==> src/rtl/mesh_pkg.sv <==
// Shared types and helpers for the mesh terminal receive stage: packet field
// offsets, the receive FSM state type and the destination match function.
package mesh_pkg;

  localparam int unsigned pckg_sz_dflt = 40;

  localparam int unsigned hdr_w   = 8;
  localparam int unsigned row_w   = 4;
  localparam int unsigned col_w   = 4;
  localparam int unsigned route_w = hdr_w + row_w + col_w;

  localparam int unsigned hdr_msb  = pckg_sz_dflt - 1;
  localparam int unsigned hdr_lsb  = pckg_sz_dflt - 8;
  localparam int unsigned row_msb  = pckg_sz_dflt - 9;
  localparam int unsigned row_lsb  = pckg_sz_dflt - 12;
  localparam int unsigned col_msb  = pckg_sz_dflt - 13;
  localparam int unsigned col_lsb  = pckg_sz_dflt - 16;
  localparam int unsigned mode_bit = pckg_sz_dflt - 17;
  localparam int unsigned pay_msb  = pckg_sz_dflt - 18;

  typedef enum logic [1:0] {
    IDLE   = 2'd0,
    POP    = 2'd1,
    SETTLE = 2'd2
  } rx_state_e;

  // Routing prefix of a packet: the top route_w bits, header first.
  typedef struct packed {
    logic [7:0] hdr;
    logic [3:0] row;
    logic [3:0] col;
  } route_t;

  function automatic logic pkt_dest_match(input route_t     pkt,
                                          input logic [3:0] row,
                                          input logic [3:0] col,
                                          input logic [7:0] bdcst);
    logic hit;
    hit = ((pkt.row == row) && (pkt.col == col)) || (pkt.hdr == bdcst);
    return hit;
  endfunction

endpackage

==> src/rtl/mesh_rx_fifo.sv <==
// Synchronous first-word-fall-through FIFO; the head entry is visible on
// rd_data whenever empty is low. Simultaneous read and write are allowed.
module mesh_rx_fifo #(
  parameter int width = 40,
  parameter int depth = 4
) (
  input  logic                     clk,
  input  logic                     reset,
  input  logic                     wr_en,
  input  logic [width-1:0]         wr_data,
  input  logic                     rd_en,
  output logic [width-1:0]         rd_data,
  output logic                     full,
  output logic                     empty,
  output logic [$clog2(depth):0]   count
);

  localparam int aw = $clog2(depth);
  localparam int cw = aw + 1;

  logic [width-1:0] mem_r [depth];
  logic [aw-1:0]    wr_ptr_r;
  logic [aw-1:0]    rd_ptr_r;
  logic [cw-1:0]    count_r;
  logic             rd_ok_s;
  logic             wr_ok_s;

  assign empty   = (count_r == {cw{1'b0}});
  assign full    = (count_r == cw'(depth));
  assign count   = count_r;
  assign rd_data = mem_r[rd_ptr_r];

  // A write into a full FIFO is only taken when the head leaves the same cycle.
  always_comb begin
    rd_ok_s = rd_en && !empty;
    wr_ok_s = wr_en && (!full || rd_ok_s);
  end

  // Storage array; cleared on reset so the head reads as zero afterwards.
  always_ff @(posedge clk or negedge reset) begin
    if (!reset) begin
      for (int i = 0; i < depth; i++) begin
        mem_r[i] <= {width{1'b0}};
      end
    end else if (wr_ok_s) begin
      mem_r[wr_ptr_r] <= wr_data;
    end else begin
      mem_r[wr_ptr_r] <= mem_r[wr_ptr_r];
    end
  end

  // Pointers wrap naturally because depth is a power of two.
  always_ff @(posedge clk or negedge reset) begin
    if (!reset) begin
      wr_ptr_r <= {aw{1'b0}};
      rd_ptr_r <= {aw{1'b0}};
    end else begin
      wr_ptr_r <= wr_ok_s ? (wr_ptr_r + aw'(1)) : wr_ptr_r;
      rd_ptr_r <= rd_ok_s ? (rd_ptr_r + aw'(1)) : rd_ptr_r;
    end
  end

  // Occupancy count.
  always_ff @(posedge clk or negedge reset) begin
    if (!reset) begin
      count_r <= {cw{1'b0}};
    end else begin
      case ({wr_ok_s, rd_ok_s})
        2'b10:   count_r <= count_r + cw'(1);
        2'b01:   count_r <= count_r - cw'(1);
        default: count_r <= count_r;
      endcase
    end
  end

endmodule

==> src/rtl/mesh_term_rx.sv <==
// Terminal receive stage: drains one mesh output port, keeps packets addressed
// to this terminal (or broadcast) in a FIFO and counts accepted/dropped ones.
module mesh_term_rx
  import mesh_pkg::*;
#(
  parameter int         pckg_sz    = 40,
  parameter int         fifo_depth = 4,
  parameter logic [7:0] bdcst      = 8'hFF,
  parameter logic [3:0] ROW_ID     = 4'd0,
  parameter logic [3:0] COL_ID     = 4'd0
) (
  input  logic               clk,
  input  logic               reset,
  input  logic               pndng,
  input  logic [pckg_sz-1:0] data_out,
  output logic               pop,
  output logic               rx_valid,
  output logic [pckg_sz-1:0] rx_data,
  input  logic               rx_ready,
  output logic [15:0]        pkt_cnt,
  output logic [15:0]        drop_cnt,
  output logic               misroute
);

  localparam int cnt_w     = $clog2(fifo_depth) + 1;
  localparam int route_lsb = pckg_sz - int'(route_w);

  rx_state_e          state_r;
  rx_state_e          state_s;
  logic               pop_r;
  logic               misroute_r;
  logic [15:0]        pkt_cnt_r;
  logic [15:0]        drop_cnt_r;
  route_t             route_s;
  logic               match_s;
  logic               take_s;
  logic               drop_s;
  logic               fifo_wr_s;
  logic               fifo_full_s;
  logic               fifo_empty_s;
  logic [cnt_w-1:0]   fifo_cnt_s;

  assign route_s = route_t'(data_out[pckg_sz-1:route_lsb]);

  // Destination check and the capture decision for the POP cycle.
  always_comb begin
    match_s   = pkt_dest_match(route_s, ROW_ID, COL_ID, bdcst);
    take_s    = (state_r == POP) && match_s;
    drop_s    = (state_r == POP) && !match_s;
    fifo_wr_s = take_s && !fifo_full_s;
  end

  // FSM state register.
  always_ff @(posedge clk or negedge reset) begin
    if (!reset) begin
      state_r <= IDLE;
    end else begin
      state_r <= state_s;
    end
  end

  // Next state; SETTLE gives the mesh a cycle to refresh pndng/data_out.
  always_comb begin
    state_s = state_r;
    case (state_r)
      IDLE: begin
        if (pndng && (fifo_cnt_s < cnt_w'(fifo_depth))) begin
          state_s = POP;
        end else begin
          state_s = IDLE;
        end
      end
      POP:     state_s = SETTLE;
      SETTLE:  state_s = IDLE;
      default: state_s = IDLE;
    endcase
  end

  // Registered strobes: pop is high exactly while in POP, misroute the cycle after.
  always_ff @(posedge clk or negedge reset) begin
    if (!reset) begin
      pop_r      <= 1'b0;
      misroute_r <= 1'b0;
    end else begin
      pop_r      <= (state_s == POP);
      misroute_r <= drop_s;
    end
  end

  // Saturating accept/drop counters.
  always_ff @(posedge clk or negedge reset) begin
    if (!reset) begin
      pkt_cnt_r  <= 16'd0;
      drop_cnt_r <= 16'd0;
    end else begin
      if (fifo_wr_s && (pkt_cnt_r != 16'hFFFF)) begin
        pkt_cnt_r <= pkt_cnt_r + 16'd1;
      end else begin
        pkt_cnt_r <= pkt_cnt_r;
      end
      if (drop_s && (drop_cnt_r != 16'hFFFF)) begin
        drop_cnt_r <= drop_cnt_r + 16'd1;
      end else begin
        drop_cnt_r <= drop_cnt_r;
      end
    end
  end

  mesh_rx_fifo #(
    .width (pckg_sz),
    .depth (fifo_depth)
  ) u_fifo (
    .clk     (clk),
    .reset   (reset),
    .wr_en   (fifo_wr_s),
    .wr_data (data_out),
    .rd_en   (rx_ready),
    .rd_data (rx_data),
    .full    (fifo_full_s),
    .empty   (fifo_empty_s),
    .count   (fifo_cnt_s)
  );

  assign pop      = pop_r;
  assign misroute = misroute_r;
  assign rx_valid = !fifo_empty_s;
  assign pkt_cnt  = pkt_cnt_r;
  assign drop_cnt = drop_cnt_r;

endmodule

==> config.mk <==
export PLATFORM = sky130hd
export DESIGN_NAME = mesh_term_rx
export DESIGN_NICKNAME = d
export VERILOG_FILES = /design/src/rtl/mesh_pkg.sv /design/src/rtl/mesh_rx_fifo.sv /design/src/rtl/mesh_term_rx.sv
export SDC_FILE = /design/constraint.sdc
export NUM_CORES = 1
export LEC_CHECK = 0
export CORE_MARGIN = 2
export CORE_UTILIZATION = 50
export DETAILED_ROUTE_END_ITERATION = 7
export DONT_BUFFER_PORTS = 1
export GPL_TIMING_DRIVEN = 1
export PLACE_DENSITY = 0.64
export SLEW_MARGIN = 10
export SYNTH_ARGS = -nofsm -noshare
export SYNTH_HDL_FRONTEND = slang
export SYNTH_HIERARCHICAL = 1
export SYNTH_SLANG_ARGS = --single-unit
==> constraint.sdc <==
create_clock -name clk -period 5.2 [get_ports clk]
set_input_delay 1.04 -clock clk [delete_from_list [all_inputs] [get_ports clk]]
set_output_delay 1.04 -clock clk [all_outputs]
set_load 0.005 [all_outputs]
### Word level (Yosys, flattened, before mapping)

Index checks and enable logic that the tools add are counted.

| storage, ports and cells | value |
|---|---|
| register bits after elaboration | 203 |
| bits in latches | 0 |
| memory bits (writable) | 0 |
| memory bits (read-only) | 0 |
| output and inout port bits | 75 |
| logic and storage cells | 66 |
| memories kept | 0 |

| operators by class | value |
|---|---|
| add/subtract/negate cells | 6 |
| $mul | 0 |
| div/mod/pow operators | 0 |
| $lt $le $gt $ge | 4 |
| eq/ne operators | 8 |
| shift operators | 0 |
| multiplexer cells | 14 |
| bitwise gates (word level) | 2 |
| reduce and logical (&&, ||, !) cells | 20 |

Operators by type and width:

| operator | count |
|---|---|
| bitwise mux 160 bit | 2 |
| two-way mux 40 bit | 5 |
| binary-select mux 40 bit (select 2 bit) | 2 |
| two-way mux 160 bit | 1 |
| demux 40 bit (select 2 bit) | 1 |
| adder 16 x 1 -> 16 bit, second input constant | 2 |
| inequality test 16 bit, second input constant | 2 |
| logical AND 1 bit | 10 |
| == test 8 bit, second input constant | 1 |
| logical NOT 4 bit | 2 |
| == test 2 x 1 -> 1 bit, second input constant | 3 |
| greater-or-equal comparator 3 bit, second input constant | 2 |
| NOT 2 -> 3 bit | 2 |
| one-hot mux 3 bit (2 select lines) | 1 |
| adder 2 x 1 -> 2 bit, second input constant | 2 |
| one-hot mux 2 bit (2 select lines) | 1 |
| adder 3 x 1 -> 3 bit, second input constant | 1 |
| == test 3 bit, second input constant | 1 |
| logical NOT 1 bit | 3 |
| logical NOT 3 bit | 1 |
| less-than comparator 3 x 1 -> 1 bit, second input constant | 1 |
| less-than comparator 3 bit, second input constant | 1 |
| subtractor 3 x 1 -> 3 bit, second input constant | 1 |
| == test 2 bit, second input constant | 1 |
| 4 further kinds | 5 |

### Depth between registers and ports, before layout

Gate-level depths: netlist of the first run.

| depth | value |
|---|---|
| depth after elaboration | 8 |
| depth in mapped cells | 12 |

### By module

The synthesis of the first run kept the hierarchy.

By module, submodules not included:

| module | times used | cells each | area an instance (sq um) | sequential area each (sq um) |
|---|---|---|---|---|
| mesh_rx_fifo | 1 | 764 | 8,861.0 | 4,179.0 |
| mesh_term_rx | 1 | 163 | 1,823.0 | 900.9 |

### Least setup slack after synthesis of the first run

OpenSTA, ideal clock, no wires.

| timing path | value |
|---|---|
| path kind | input to register |
| start | input port data_out[25] |
| end | register u_fifo.count_r[1], in the netlist u_fifo/count[1] |
| library setup time | 0.087 ns |
| data arrival time | 2.966 ns |
| required time | 5.113 ns |
| setup slack | 2.147 ns |
| stages on the path | 11 |
| path buffers | 1 |
| cells stage by stage | or4_4 -> nor2_4 -> o21ai_4 -> buf_6 -> inv_1 -> nor2b_1 -> nand2_1 -> fa_1 -> inv_1 -> o2111ai_1 -> a22oi_1 |

| between the ends | value |
|---|---|
| word-level cells in the longest chain between the ends | 8 |
| elaborated cells between the ends (all ways) | 10 |
| those cells by class | eq/ne (2); mux (1); reduce/logical (7) |

Ends and longest elaborated chain:

| item | RTL line | RTL |
|---|---|---|
| from (decl) | mesh_term_rx.sv:15 | `input logic [pckg_sz-1:0] data_out,` |
| logical NOT 4 bit * | mesh_pkg.sv:39 | `hit = ((pkt.row == row) && (pkt.col == col)) \|\| (pkt.hdr == bdcst);` |
| logical AND 1 bit * | mesh_pkg.sv:39 |  |
| logical OR 1 bit * | mesh_pkg.sv:39 |  |
| logical AND 1 bit * | mesh_term_rx.sv:48 | `take_s = (state_r == POP) && match_s;` |
| logical AND 1 bit * | mesh_term_rx.sv:50 | `fifo_wr_s = take_s && !fifo_full_s;` |
| net fifo_wr_s | mesh_term_rx.sv:38 | `logic fifo_wr_s;` |
| logical AND 1 bit * | mesh_rx_fifo.sv:36 | `wr_ok_s = wr_en && (!full \|\| rd_ok_s);` |
| == test 2 x 1 -> 1 bit / == test 2 bit (equally long branches) | mesh_rx_fifo.sv:68 | `case ({wr_ok_s, rd_ok_s})` |
| one-hot mux 3 bit (2 select lines) / nonzero test 2 bit (equally long branches) | -- |  |
| to (signal assigned) | mesh_rx_fifo.sv:69 | `2'b10: count_r <= count_r + cw'(1);` |
| to (signal assigned) | mesh_rx_fifo.sv:70 | `2'b01: count_r <= count_r - cw'(1);` |
| to (signal assigned) | mesh_rx_fifo.sv:71 | `default: count_r <= count_r;` |
| to (decl) | mesh_rx_fifo.sv:24 | `logic [cw-1:0] count_r;` |

The timed path passes the listed nets; every way through them passes the cells marked *.
A chain may end at the register's enable or synchronous reset.

### Worst setup path after layout of the first run

| timing path | value |
|---|---|
| start | register u_fifo.rd_ptr_r[0] |
| end | output port rx_data[29] |

| between the ends | value |
|---|---|
| word-level cells in the longest chain between the ends | 4 |

Ends and longest elaborated chain:

| item | RTL line | RTL |
|---|---|---|
| from (decl) | mesh_rx_fifo.sv:23 | `logic [aw-1:0] rd_ptr_r;` |
| from (signal assigned) | mesh_rx_fifo.sv:56 | `rd_ptr_r <= {aw{1'b0}};` |
| from (signal assigned) | mesh_rx_fifo.sv:59 | `rd_ptr_r <= rd_ok_s ? (rd_ptr_r + aw'(1)) : rd_ptr_r;` |
| NOT 2 -> 3 bit (not written as such) | mesh_rx_fifo.sv:31 | `assign rd_data = mem_r[rd_ptr_r];` |
| binary-select mux 40 bit (select 2 bit) | mesh_rx_fifo.sv:31 |  |
| two-way mux 40 bit (not written as such) (2 in a row) | mesh_rx_fifo.sv:31 |  |
| to (decl) | mesh_term_rx.sv:18 | `output logic [pckg_sz-1:0] rx_data,` |

Every way passes these cells. The select of a mux whose other input is x is not followed.

==> summary.md, run 1 <==
| Metric | Value |
|---|---|
| CP Data Required Time | `~4200 ps` |
| Critical path, cell by cell | `buf_4, mux4_2` |
| Worst-path clk slew | `roughly 60 ps` |
| FF+latch count, synth | `203` |
| Pwr dens | `approximately 440 mW/mm²` |
| Hpwl dp | `15500 µm` |
| # diodes | `0` |
| Number of synthesized flops with an enable pin | `0` |
| Least-Margin Pin Slew | `between 1000 and 1500 ps` |
| Initial antenna violation count | `0` |
| Cell Count, Final, Fillers Out | `1178` |
| Overall routing resource usage | `between 20% and 30%` |
| Initial Utilization | `roughly half` |
| Post-route DRC | `0` |
| ANT nets after route | `0` |
| Resized cells post-CTS | `0` |
| Via/cell ratio | `about 6.4` |
| Most frequent cells in the layout | `199 x dfrtp_1, 168 x nor2_1, 161 x a31oi_1` |
| # hold bufs at CTS | `0` |
| Seq/Total Area, Yosys | `a little under half` |
| Worst setup SP type | `flop` |
| TNS Setup | `0 ps` |
| Synthesized Nets | `978` |
| WP data arrival | `roughly 2500 ps` |
| Filler cells | `around 1800` |
| Clock skew | `15.3 ps` |
| RSZ-0062 raised after global routing | `false` |
| WL/cell | `22.2 µm` |
| Postcts setup bufs | `0` |
| Setup WS post-layout | `~1600 ps` |
| First-pass GRT wire length | `approximately 42000 µm` |
| Critical path capture point type | `output port` |
| Overall power | `between 5 and 6 mW` |
| VDD IR max | `0.000246 V` |
| Area of the mapped netlist | `~0.011 mm²` |
| Yosys warning total | `6` |
| Fraction of layout cells with a size suffix above 1 | `21.7%` |
| Routed wire length | `~26000 µm` |
| Fin nets | `around 940` |
| Final Wtd Congestion | `0.792` |
| Most used flip-flop cell after synthesis | `dfrtp_1` |
| Critical path class | `reg -> out` |
| I/O Buffers | `0` |
| Area delta synth->final | `7.66%` |
| Die H | `150 µm` |
| Cts bufs inserted | `24` |
| H-tree levels | `1` |
| Peak Freq | `approximately 280 MHz` |
| Max-slew violations | `0` |
| # rows | `between 50 and 60` |
| Core ar. | `roughly 0.021 mm²` |
| Pre-CTS setup slack | `between 1000 and 1500 ps` |
| Clock latency on the worst-skew pair | `around 520 ps` |
| Post-route clock period utilization | `roughly 69%` |
| Largest stage delay, worst path | `between 700 and 800 ps` |
| Clock Sinks | `between 200 and 250` |
| Max-Cap Viols | `0` |
| # IOs | `roughly 120` |
| CTS max path bufs | `3` |
| Syn avg cell area | `around 12 µm²` |
| Pre-Repair DR Iteration Count | `5` |
| Status | `finished, final reports clean` |
| Iteration-0 DRC Markers | `614` |
| Pleak | `between 3 and 4 nW` |
| Worst-path fanout max | `26` |
| Footprint of the multi-input gates | `approximately 0.0052 mm²` |
| FF+latch area | `just over 0.005 mm²` |
| Vias in the first global route | `7532` |
| Routed vias | `about 7600` |
| Synth Instances | `927` |
| Worst min-delay path class | `in -> async` |
| Final min period | `between 3000 and 4000 ps` |
| Grt total ovfl | `0` |
| CTS tree | `yes` |
| Placed Instances | `roughly 1100` |
| Unique masters post-synth | `44` |
| CP max stage cell | `dfrtp_2` |
| Final setup viols | `0` |
| Clock root cell | `clkbuf_16` |
| Final Hold Fails | `0` |
| Placed cell areas | `between 0.01 and 0.015 mm²` |
| Design area | `around 0.012 mm²` |
| Asr flop ratio synth | `100%` |
| Die width | `150 µm` |
| Max-slew headroom | `32.5%` |
| Most common cell after layout, fill and taps aside | `dfrtp_1` |
| Die Area | `0.0226 mm²` |
| Largest net degree at the start of global routing | `about 200` |
-- synthesized netlist by cell type (2+ instances only) --
| master | number | share of area (%) |
|---|---|---|
| nand2_1 | 16 | 0.56 |
| nor3_1 | 3 | 0.14 |
| nor3b_2 | 3 | 0.35 |
| dfrtp_1 | 203 | 48 |
| and4_1 | 3 | 0.25 |
| clkbuf_1 | 39 | 1.4 |
| buf_1 | 8 | 0.28 |
| xnor2_1 | 17 | 1.4 |
| mux2_1 | 2 | 0.21 |
| nand3_2 | 40 | 3.7 |
| nor3_2 | 5 | 0.47 |
| a31oi_1 | 161 | 9.4 |
| o21ai_1 | 40 | 1.9 |
| xor2_1 | 16 | 1.3 |
| nor4_2 | 3 | 0.35 |
| nor2_1 | 168 | 5.9 |
| mux4_2 | 80 | 17 |
| inv_1 | 12 | 0.42 |
| o2111ai_1 | 2 | 0.16 |
| and3_1 | 11 | 0.64 |
| mux2_2 | 3 | 0.32 |
| nor2b_1 | 3 | 0.18 |
| nor4b_1 | 2 | 0.16 |
| or4_4 | 2 | 0.21 |
| nand3_1 | 16 | 0.75 |
| buf_2 | 22 | 1.0 |
| or2_2 | 3 | 0.18 |
| o21ai_0 | 2 | 0.094 |
| or4b_1 | 2 | 0.19 |
| ha_1 | 6 | 0.70 |
| or3_1 | 2 | 0.12 |
| buf_6 | 9 | 0.95 |
| nand4_1 | 12 | 0.70 |
-- path summary, 6_finish.rpt --
path	from	end	slack, ps	depth (start not counted)
min in group clk	state_r[0]	state_r[0]	460	1
worst min-delay path	reset	u_fifo/mem_r[84]	210	0
worst max register to register	u_fifo/count[0]	u_fifo/mem_r[119]	2100	9
worst max-delay path	u_fifo/rd_ptr_r[0]	rx_data[29]	1620	2
max in group asynchronous	reset	u_fifo/wr_ptr_r[0]	4240	0
worst min register to register	state_r[0]	state_r[0]	460	1
-- through the flow --
stage	utilization, %	hold slack [ps]
detailed placement	51.1	452
global route	54.7	200
finish	54.7	215
floorplan	-	427
global placement	51.1	444
CTS	54.7	201
-- final cells by class --
cell class / instances / share of cell area (%)
multi-input cells: 633 / 45.1
flip-flops and latches: 203 / 44.2
clock buffers: 40 / 6.19
well taps: 275 / 2.99
repair buffers: 12 / 0.783
inverters: 12 / 0.392
clock inverters: 3 / 0.348
-- worst max-delay path, delay by kind of cell (launching register included) --
family / cells / cell delay, ps
buffers and inverters: 1 / 620
DFF: 1 / 750
muxes: 1 / 650
-- flip-flops by register name, indices dropped and copies added (netlist names) --
signal	count
pkt_cnt	16
pop	1
drop_cnt	16
u_fifo/count	3
u_fifo/mem_r	160
state_r	2
misroute	1
u_fifo/rd_ptr_r	2
u_fifo/wr_ptr_r	2
-- layer usage --
layer  vias to the layer above  track usage (%)  share of wire, %
li1                       3414                -                 -
met1                      3835             33.6                43
met2                       282             37.7                47
met3                        46             5.33               7.4
met4                         0             6.79               2.9
met5                         -                0                 0
-- report_power, final --
part / switching, mW / internal [mW]
sequential: 0.311 / 1.84
combinational: 0.663 / 0.584
clock: 0.638 / 0.976
total: 1.61 / 3.40
-- cells by family after synthesis --
family	after synthesis	share of synthesized area [%]
flops	203	47.5
xor+xnor	33	2.71
compound gates	209	12.0
fa+ha+maj	7	0.890
simple gates	299	15.4
mux	85	17.4
buf+inv	91	4.12
(Power assumes the default switching activity.)
==> run 2, diff against run 1 <==
Settings changed: PLACE_DENSITY 0.64 to 0.67.
Clock period 5.2 ns to 3.04 ns, I/O delays scaled along.
==> summary.md, run 2 (same netlist as run 1, synthesis figures left out) <==
| Metric | Value |
|---|---|
| Critical path class | `reg -> reg` |
| Clock Sinks | `203 (unchanged)` |
| Cell Count, Final, Fillers Out | `1186 (+0.68%)` |
| Failing checks | `hold timing` |
| Placed Instances | `1142 (+0.62%)` |
| Die Area | `0.0226 mm² (unchanged)` |
| Max reg flops | `160 (unchanged)` |
| Final Hold Fails | `203 (+203)` |
| Final Wtd Congestion | `0.776 (-2.0%)` |
| Critical path, cell by cell | `or2_2, nor2_1, nor2b_1, o21ai_4, inv_2, nor2b_1, nand2_1, fa_1, nor3b_1, o32a_1, o21ai_0` |
| Final min period | `about 2700 ps` |
| CP Data Required Time | `3410 ps (-750 ps)` |
| CP max stage cell | `dfrtp_1` |
| Cts bufs inserted | `24 (unchanged)` |
| Worst min-delay path class | `in -> async` |
| Clock root cell | `clkbuf_16` |
| Largest stage delay, worst path | `480 ps (-270 ps)` |
| Max-slew violations | `0 (unchanged)` |
| WL/cell | `21.6 µm (-3.0%)` |
| Max-slew headroom | `37.9% (+5.4 points)` |
| Via/cell ratio | `6.37 (-0.91%)` |
| Pre-Repair DR Iteration Count | `5 (unchanged)` |
| Final setup viols | `0 (unchanged)` |
| Worst-path fanout max | `16 (-38%)` |
| Post-route clock period utilization | `89.3%` |
| Initial Utilization | `50.8% (unchanged)` |
| TNS Setup | `0 ps (unchanged)` |
| Post-route DRC | `0 (unchanged)` |
| H-tree levels | `1 (unchanged)` |
| Die H | `150 µm (unchanged)` |
| Largest Register | `u_fifo/mem_r` |
| VDD IR max | `0.000450 V (+83%)` |
| Routed wire length | `25600 µm (-2.4%)` |
| Area delta synth->final | `10.3%` |
| Worst-path clk slew | `60 ps (about the same)` |
| Final Core Density | `56.0% (+1.3 points)` |
| Hold WS | `-211 ps (-426 ps)` |
| I/O Buffers | `0 (unchanged)` |
| Status | `complete, but fails checks` |
| Routed vias | `7559 (-0.24%)` |
| Resized cells post-CTS | `0 (unchanged)` |
| CTS max path bufs | `3 (unchanged)` |
| CTS tree | `yes` |
| First-pass GRT wire length | `41100 µm (-2.3%)` |
| Reg2reg path depth | `11 (+2)` |
| Fraction of layout cells with a size suffix above 1 | `23.2% (+1.5 points)` |
| Postcts setup bufs | `0 (unchanged)` |
| # IOs | `119 (unchanged)` |
| Most frequent cells in the layout | `199 x dfrtp_1, 168 x nor2_1, 161 x a31oi_1` |
| Reg2Reg Setup Slack | `320 ps (-1780 ps)` |
| Footprint of the multi-input gates | `0.00519 mm² (unchanged)` |
| Clock latency on the worst-skew pair | `510 ps (about the same)` |
| Overall power | `9.02 mW (+80%)` |
| Pwr dens | `765 mW/mm² (+76%)` |
| ANT nets after route | `0 (unchanged)` |
| Max-Cap Viols | `0 (unchanged)` |
| Critical path endpoint | `u_fifo/count[2]` |
| # rows | `53 (unchanged)` |
| Iteration-0 DRC Markers | `649 (+5.7%)` |
| Clock skew | `9.61 ps (-5.65 ps)` |
| Pleak | `3.88 nW (+3.6%)` |
| Hpwl dp | `15700 µm (+0.91%)` |
| FF+latch area | `0.00508 mm² (unchanged)` |
| Largest net degree at the start of global routing | `204 (unchanged)` |
| # diodes | `0 (unchanged)` |
| RSZ-0062 raised after global routing | `false` |
| Least-Margin Pin Slew | `927 ps (-81.5 ps)` |
| WP data arrival | `3090 ps (+550 ps)` |
| Vias in the first global route | `7491 (-0.54%)` |
| Crit path launch | `u_fifo/count[1]` |
| Reg-to-reg startpoint | `u_fifo/count[1]` |
| Peak Freq | `368 MHz` |
| Initial antenna violation count | `0 (unchanged)` |
| Most common cell after layout, fill and taps aside | `dfrtp_1` |
| Critical path capture point type | `flop` |
| Fin nets | `944 (+0.75%)` |
| Most common cell on crit path | `nor2b_1` |
| Grt total ovfl | `0 (unchanged)` |
| Die width | `150 µm (unchanged)` |
| Worst r2r dst | `u_fifo/count[2]` |
| Core ar. | `0.0210 mm² (unchanged)` |
| Overall routing resource usage | `23.1% (-0.77 points)` |
| Filler cells | `1735 (-3.5%)` |
| Worst setup SP type | `flop` |
## run 2: worst min path at each step
stage               start           endpoint  slack [ps]  cells past startpoint
floorplan           reset        drop_cnt[0]         310                      0
finish              reset    u_fifo/mem_r[4]        -210                      0
global placement    reset  u_fifo/mem_r[124]         320                      0
global route        reset    u_fifo/mem_r[8]        -230                      0
detailed placement  reset  u_fifo/mem_r[124]         320                      0
CTS                 reset   u_fifo/mem_r[44]        -220                      0
## run 2: critical path, delay by kind of cell (launching register included)
family,cells,cell delay [ps]
AOI/OAI and AO/OA,3,490
buffers and inverters,1,110
DFF,1,480
adders and majority gates,1,410
and+or+nand+nor,6,1100
## run 2: area by class of cell
class	instances	share of cell area, %
inverters	12	0.382
clock buffers	33	5.82
flip-flops and latches	203	43.2
multi-input cells	633	44.0
well taps	275	2.92
repair buffers	19	2.17
clock inverters	11	1.53
## run 2: power breakdown
group          total (mW)  leakage [nW]  switching, mW  internal [mW]
logic                2.23          1.47           1.14           1.09
registers            3.67          1.99          0.531           3.14
clock network        3.12         0.430           1.12           2.00
total                9.02          3.88           2.79           6.22
## run 2: metal layers
metal / track usage (%) / vias up / share of wire [%]
met4: 5.24 / 0 / 1.6
met1: 31.4 / 3866 / 43
met5: 0 / - / 0
met2: 38.6 / 225 / 49
met3: 4.94 / 26 / 7.1
li1: - / 3442 / -
## run 2: metrics by stage
| stage | cell area [µm²] | setup WS, ps |
|---|---|---|
| floorplan | 10700 | 419 |
| global placement | 10900 | 284 |
| detailed placement | 10900 | 223 |
| CTS | 11800 | 329 |
| global route | 11800 | 164 |
| finish | 11800 | 325 |
==> run 3, diff against run 2 <==
Settings changed: DONT_BUFFER_PORTS 1 to unset, PLACE_DENSITY 0.67 to 0.74.
==> summary.md, run 3 (same netlist as run 1, synthesis figures left out) <==
| Metric | Value |
|---|---|
| Most common cell after layout, fill and taps aside | `dfrtp_1` |
| Die H | `150 µm (unchanged)` |
| Met3 Wirelength | `1930 µm (+7.0%)` |
| CP max stage cell | `mux4_2` |
| Final Hold Fails | `0 (-100%)` |
| M1 WL | `10800 µm (-0.85%)` |
| Resized cells post-CTS | `0 (unchanged)` |
| H-tree levels | `1 (unchanged)` |
| Worst-path clk slew | `60 ps (about the same)` |
| Placed cell areas | `0.0122 mm² (+12%)` |
| Initial Utilization | `50.8% (unchanged)` |
| CTS max path bufs | `3 (unchanged)` |
| CTS tree | `yes` |
| Peak Freq | `344 MHz (-6.5%)` |
| Critical path capture point type | `output port` |
| Initial antenna violation count | `0 (unchanged)` |
| Clock latency on the worst-skew pair | `510 ps (about the same)` |
| Pleak | `4.34 nW (+12%)` |
| Via/cell ratio | `6.23 (-2.3%)` |
| Grt total ovfl | `0 (unchanged)` |
| Final Core Density | `61.5% (+5.4 points)` |
| RSZ-0062 raised after global routing | `false` |
| WP data arrival | `2300 ps (-790 ps)` |
| Largest stage delay, worst path | `600 ps (+120 ps)` |
| Clock power share | `30.1% (-4.5 points)` |
| Clock root cell | `clkbuf_16` |
| Critical path class | `reg -> out` |
| Most frequent cells in the layout | `199 x dfrtp_1, 168 x nor2_1, 161 x a31oi_1` |
| First-pass GRT wire length | `42800 µm (+4.2%)` |
| Final min period | `2900 ps (+190 ps)` |
| Sequential share of power | `39.5% (-1.2 points)` |
| Die Area | `0.0226 mm² (unchanged)` |
| Max reg flops | `160 (unchanged)` |
| Switching Share | `31.8% (+0.81 points)` |
| # diodes | `0 (unchanged)` |
| CP Data Required Time | `2430 ps (-980 ps)` |
| TNS Setup | `0 ps (unchanged)` |
| DR WL met2 | `12800 µm (+2.3%)` |
| Status | `finished, final reports clean` |
| Internal power | `6.14 mW (-1.3%)` |
| Pre-Repair DR Iteration Count | `5 (unchanged)` |
| Vias in the first global route | `8284 (+11%)` |
| # hold bufs at CTS | `0` |
| Overall power | `9.00 mW (-0.14%)` |
| Post-route clock period utilization | `95.6% (+6.2 points)` |
| Routed vias | `8161 (+8.0%)` |
| Cts bufs inserted | `23 (-4.2%)` |
| # IOs | `119 (unchanged)` |
| Highest routed layer | `met4` |
| Design area | `0.0129 mm² (+9.7%)` |
| Clock skew | `22.7 ps (+13.1 ps)` |
| Routed wire length | `26100 µm (+2.2%)` |
| Overall routing resource usage | `23.9% (+0.74 points)` |
| Worst min-delay path class | `in -> async` |
| ANT nets after route | `0 (unchanged)` |
| Area delta synth->final | `20.9%` |
| Final setup viols | `0 (unchanged)` |
| Least-Margin Pin Slew | `1020 ps (+94.9 ps)` |
| Largest net degree at the start of global routing | `81 (-60%)` |
| Max-Cap Viols | `0 (unchanged)` |
| Filler cells | `1641 (-5.4%)` |
| Iteration-0 DRC Markers | `579 (-11%)` |
| Largest Register | `u_fifo/mem_r` |
| VDD IR max | `0.000374 V (-17%)` |
| Pwr dens | `697 mW/mm² (-8.9%)` |
| Comb pwr share | `30.4% (+5.7 points)` |
| Fraction of layout cells with a size suffix above 1 | `21.0% (-2.1 points)` |
| Worst setup SP type | `flop` |
| Max-slew headroom | `31.5% (-6.4 points)` |
| Final Wtd Congestion | `0.806 (+3.7%)` |
| Hpwl dp | `16100 µm (+2.5%)` |
| Sw power | `2.86 mW (+2.5%)` |
| Clock Sinks | `203 (unchanged)` |
| Hold WS | `97.2 ps (+308 ps)` |
| Die width | `150 µm (unchanged)` |
| Core ar. | `0.0210 mm² (unchanged)` |
| Post-route DRC | `0 (unchanged)` |
| Critical path, cell by cell | `buf_12, mux4_2, clkdlybuf4s50_1` |
| Fin nets | `1070 (+13%)` |
| Max-slew violations | `0 (unchanged)` |
| I/O Buffers | `118 (+118)` |
| WL/cell | `19.9 µm (-7.6%)` |
| Postcts setup bufs | `0 (unchanged)` |
| # rows | `53 (unchanged)` |
| Worst-path fanout max | `42 (+26)` |
[run 3: critical path, delay by kind of cell (launching register included)]
family	cells	cell delay [ps]
DFF	1	370
muxes	1	600
buffers and inverters	2	810
[run 3: layout make-up]
cell class	instances	area (µm²)	share of cell area (%)
timing repair buffer	146	1520	11.8
tap	275	344	2.66
multi-input combinational	633	5180	40.1
sequential	203	5080	39.4
clock buffer	35	681	5.27
clock inverter	7	63.8	0.494
inverter	12	45.0	0.349
[run 3: routing by layer]
metal  GRT usage [%]  up-vias
met5               0        -
li1                -     3689
met4            6.84        0
met2            40.1      344
met1            31.6     4079
met3            4.97       49
[run 3: path summary, 6_finish.rpt]
check	start	slack [ps]	end	depth (start not counted)
setup / recovery	u_fifo/rd_ptr_r[0]	140	rx_data[28]	3
hold / removal	reset	100	u_fifo/mem_r[122]	1
setup reg to reg	u_fifo/count[0]	610	u_fifo/count[2]	11
hold reg to reg	state_r[0]	450	pop	1
max in group asynchronous	reset	2100	pkt_cnt[5]	2
min in group clk	state_r[0]	450	pop	1
[run 3: metrics by stage]
step,setup WS (ps),instances
floorplan,419,927
detailed placement,56.9,1269
global route,31.4,1311
CTS,95.1,1311
global placement,78.6,1269
finish,135,1311
[run 3: power groups by stage]
stage / clock, mW / sequential, mW / combinational (mW)
2_1_floorplan: 0 / 3.43 / 1.89
3_3_place_gp: 0 / 3.56 / 2.69
3_5_place_dp: 0 / 3.59 / 2.73
4_1_cts: 2.77 / 3.55 / 2.75
5_1_grt: 2.88 / 3.62 / 2.99
6_report: 2.71 / 3.55 / 2.74
